===== src/rtl/bcd_to_bin_seq.sv =====
// bcd_to_bin_seq: sequential reverse double-dabble BCD-to-binary converter with start/busy/done handshake
module bcd_to_bin_seq #(
  parameter int DIGITS = 4,
  parameter int BIN_W = 14
) (
  input  logic                clk,
  input  logic                reset_p,
  input  logic                start,
  input  logic [4*DIGITS-1:0] bcd,
  output logic [BIN_W-1:0]    bin,
  output logic                busy,
  output logic                done,
  output logic                err
);
  localparam int BW = 4 * DIGITS;
  localparam int CW = $clog2(BIN_W + 1);
  typedef enum logic {IDLE, SHIFT} state_t;
  state_t state, state_n;
  logic [CW-1:0] cnt, cnt_n;
  logic [BW-1:0] bcd_reg, bcd_reg_n, bcd_s;
  logic [BIN_W-1:0] bin_reg, bin_reg_n, bin_s, bin_n;
  logic busy_n, done_n, err_n, bad;
  // one shift-right step with per-nibble minus-3 correction, plus operand digit check
  always_comb begin
    bcd_s = bcd_reg >> 1;
    bin_s = {bcd_reg[0], bin_reg[BIN_W-1:1]};
    bad = 1'b0;
    for (int i = 0; i < DIGITS; i++) begin
      bcd_s[4*i+:4] = bcd_s[4*i+3] ? bcd_s[4*i+:4] - 4'd3 : bcd_s[4*i+:4];
      bad = bad | (bcd[4*i+:4] > 4'd9);
    end
  end
  // next-state and output decode
  always_comb begin
    state_n = state;
    cnt_n = cnt;
    bcd_reg_n = bcd_reg;
    bin_reg_n = bin_reg;
    bin_n = bin;
    busy_n = busy;
    done_n = 1'b0;
    err_n = err;
    if (state == IDLE) begin
      if (start && !bad) begin
        bcd_reg_n = bcd;
        bin_reg_n = '0;
        err_n = 1'b0;
        busy_n = 1'b1;
        cnt_n = '0;
        state_n = SHIFT;
      end else if (start) begin
        bin_n = '0;
        err_n = 1'b1;
        done_n = 1'b1;
      end
    end else begin
      bcd_reg_n = bcd_s;
      bin_reg_n = bin_s;
      cnt_n = cnt + 1'b1;
      if (cnt == CW'(BIN_W - 1)) begin
        bin_n = bin_s;
        done_n = 1'b1;
        busy_n = 1'b0;
        state_n = IDLE;
      end
    end
  end
  // state and output registers, asynchronously cleared
  always_ff @(posedge clk or posedge reset_p) begin
    if (reset_p) begin
      state <= IDLE;
      cnt <= '0;
      bcd_reg <= '0;
      bin_reg <= '0;
      bin <= '0;
      busy <= 1'b0;
      done <= 1'b0;
      err <= 1'b0;
    end else begin
      state <= state_n;
      cnt <= cnt_n;
      bcd_reg <= bcd_reg_n;
      bin_reg <= bin_reg_n;
      bin <= bin_n;
      busy <= busy_n;
      done <= done_n;
      err <= err_n;
    end
  end
endmodule


===== config.mk =====
export PLATFORM = sky130hd
export DESIGN_NAME = bcd_to_bin_seq
export DESIGN_NICKNAME = d
export VERILOG_FILES = /design/src/rtl/bcd_to_bin_seq.sv
export SDC_FILE = /design/constraint.sdc
export NUM_CORES = 1
export LEC_CHECK = 0
export ABC_AREA = 1
export BUFFER_PORTS_ARGS = -buffer_cell sky130_fd_sc_hd__buf_2
export CAP_MARGIN = 20
export CORE_UTILIZATION = 36
export DETAILED_ROUTE_END_ITERATION = 8
export GPL_TIMING_DRIVEN = 0
export HOLD_SLACK_MARGIN = 0.12
export PLACE_DENSITY = 0.57
export SLEW_MARGIN = 5
export SYNTH_ARGS = -nofsm -noshare
export SYNTH_HDL_FRONTEND = slang
export SYNTH_SLANG_ARGS = --single-unit

===== constraint.sdc =====
create_clock -name clk -period 2 [get_ports clk]
set_input_delay 0.4 -clock clk [delete_from_list [all_inputs] [get_ports clk]]
set_output_delay 0.4 -clock clk [all_outputs]
set_load 0.02 [all_outputs]

==> flow_metrics.env <==
export IMPL_die_h_um=86.6
export IMPL_path_buf_inv=2
export IMPL_die_area_um2=7510
export IMPL_seqCellArea_um2=1280
export IMPL_wl_per_cell_um=12.2
export IMPL_setup_tns_final_ns=0
export IMPL_synthTopCellsByArea="dfrtp_1, nand2_1, nand3_1"
export IMPL_synthDominantCellAreaShare=0.495
export IMPL_layout_min_cycle_time_ns=1.43
export IMPL_fillers=728
export IMPL_worst_slew_pin_slew_ns=0.622
export IMPL_largest_register_ffs=27
export IMPL_dieWidth_um=86.6
export IMPL_vias=2208
export IMPL_startpoint_type="flop"
export IMPL_synth_compound_area_frac=0.0577
export IMPL_syn_num_nets=353
export IMPL_grt_pass1_wl_mm=9.94
export IMPL_clock_fmax_ghz=0.700
export IMPL_fp_row_count=30
export IMPL_post_dp_hpwl_mm=4.15
export IMPL_crit_arrival_ns=1.68
export IMPL_ctsResizeCount=0
export IMPL_path_cells="inv_1 > ha_1 > nand4_2 > nand2_2 > buf_6 > nand2_1 > nand2_1"
export IMPL_final_common_cell="nand2_1"
export IMPL_synth_top_cell_by_area="dfrtp_1"
export IMPL_path_delay_family="simple AND/OR/NAND/NOR gates"
export IMPL_synth_top_family_by_area="simple AND/OR/NAND/NOR gates"
export IMPL_slew_headroom=0.585
export IMPL_rrSetupSlack_ns=0.57
export IMPL_crit_top_cell="nand2_1"
export IMPL_grt_max_degree=28
export IMPL_ant_nets=0
export IMPL_initial_core_util=0.375
export IMPL_p_per_area_nw_per_um2=1510
export IMPL_synth_area_um2=2580
export IMPL_num_io_pins=36
export IMPL_place_congestion=0.874
export IMPL_hold_worst_slack_ns=0.165
export IMPL_reg2reg_depth=7
export IMPL_antenna_found_initial=0
export IMPL_multi_input_area_um2=1090
export IMPL_drc=0
export IMPL_diodes=0
export IMPL_cap_violations=0
export IMPL_synth_xor_area_frac=0.00679
export IMPL_period_share=0.714
export IMPL_clk_transition_reported_paths_ns=0.10
export IMPL_final_cell_mix="nand2_1, dfrtp_1, nand3_1, buf_2, inv_1"
export IMPL_grt_pass1_vias=2067
export IMPL_cts_buffers=5
export IMPL_finalHoldViolations=0
export IMPL_dr_first_iter_drc_count=155
export IMPL_drive_above_1_share=0.193
export IMPL_synth_cell_types=25
export IMPL_yosysSeqAreaShare=0.495
export IMPL_layout_nets=396
export IMPL_ir_drop_mv=0.396
export IMPL_wl_mm=5.73
export IMPL_cp_end_kind="flop"
export IMPL_synth_area_mux_share=0
export IMPL_slowest_stage="dfrtp_1"
export IMPL_synth_simple_area_share=0.335
export IMPL_core_area_um2=6870
export IMPL_portBuffers=35
export IMPL_cts_tree="yes"
export IMPL_rsz0062_at_grt="no"
export IMPL_grt_use_total=0.173
export IMPL_hp_class="in -> async"
export IMPL_synthCells=329
export IMPL_critPathMaxStageDelay_ns=0.43
export IMPL_r2r_start="cnt[1]"
export IMPL_reg2reg_to="bin[10]"
export IMPL_report_final_setup_viol=0
export IMPL_stdcell_area_um2=3010
export IMPL_finClkSkew_ns=0.00964
export IMPL_worstPathRequired_ns=2.25
export IMPL_synth_seq_cells=51
export IMPL_drv_slew=0
export IMPL_cts_root_buffer="clkbuf_8"
export IMPL_insertion_delay_ns=0.30
export IMPL_synthAdderAreaFrac=0.0243
export IMPL_p_leak_uw=0.00173
export IMPL_status="finished, final reports clean"
export IMPL_power_total_uw=4530
export IMPL_avgSynthCellArea_um2=7.84
export IMPL_cts_max_path_buffers=2
export IMPL_yosysWarnings=0
export IMPL_fin_util=0.438
export IMPL_overflow=0
export IMPL_placed_area_um2=2890
export IMPL_dr_pass1_iters=4
export IMPL_cts_num_sinks=51
export IMPL_cts_hold_buffers=0
export IMPL_via_per_inst=4.71
export IMPL_h_tree_depth=2
export IMPL_syn2layout_area_growth_pct=16.7
export IMPL_path_class="reg -> reg"
export IMPL_cts_setup_buffers=0
export IMPL_cp_max_fo=10
per-stage QoR:
step	cells	setup WS, ns
2_1_floorplan	329	0.370
3_3_place_gp	460	-0.400
3_5_place_dp	461	0.500
4_1_cts	469	0.551
5_1_grt	469	0.404
6_report	469	0.572
layer usage:
| layer | up-vias | routed length [µm] | GRT usage | part of all wire |
|---|---|---|---|---|
| met2 | 37 | 2640 | 0.280 | 0.46 |
| met3 | 4 | 200 | 0.0295 | 0.035 |
| met4 | 0 | 65 | 0.0500 | 0.011 |
| li1 | 1128 | - | - | - |
| met1 | 1039 | 2820 | 0.238 | 0.49 |
| met5 | - | 0 | 0 | 0 |
synth_stat cells:
library cell / number
a21boi_0: 1
a21oi_1: 4
buf_1: 1
buf_2: 9
buf_4: 4
buf_6: 2
dfrtp_1: 51
ha_1: 5
inv_1: 28
inv_2: 1
nand2_1: 122
nand2_2: 2
nand2_4: 2
nand3_1: 48
nand4_1: 1
nand4_2: 1
nor2_1: 13
nor2_4: 2
nor3_1: 3
o21a_1: 1
o21ai_0: 15
o21ai_1: 4
o22ai_1: 3
or2_2: 4
xnor2_1: 2
area by class of cell:
| cell class | instances | area share |
|---|---|---|
| plain buffers | 16 | 0.0337 |
| clock buffers | 5 | 0.0229 |
| clock inverters | 3 | 0.0158 |
| inverters | 29 | 0.0362 |
| multi-input cells | 233 | 0.363 |
| flip-flops and latches | 51 | 0.424 |
| well taps | 96 | 0.0399 |
| repair buffers | 36 | 0.0648 |
power by group:
part	total [µW]	switching, µW	internal, µW
registers	1790	308	1480
clock network	738	358	380
logic	2000	1240	760
how the worst max path moves through the flow:
stage | startpoint | end | slack [ns] | cells after the start
after floorplan | reset_p | bcd_reg[0] | 0.37 | 1
after global placement | reset_p | bin[4] | -0.40 | 2
after detailed placement | bcd[2] | bin[2] | 0.50 | 10
after CTS | cnt[1] | bin[2] | 0.55 | 7
after global routing | cnt[0] | bin[10] | 0.40 | 6
final | cnt[1] | bin[10] | 0.57 | 7
logic make-up after synthesis:
group	after synthesis
XOR/XNOR	2
adder cells (fa/ha/maj)	5
AND/OR/NAND/NOR	198
buffers and inverters	45
AO/OA/AOI/OAI	28
flip-flops	51
(Power assumes the default switching activity.)
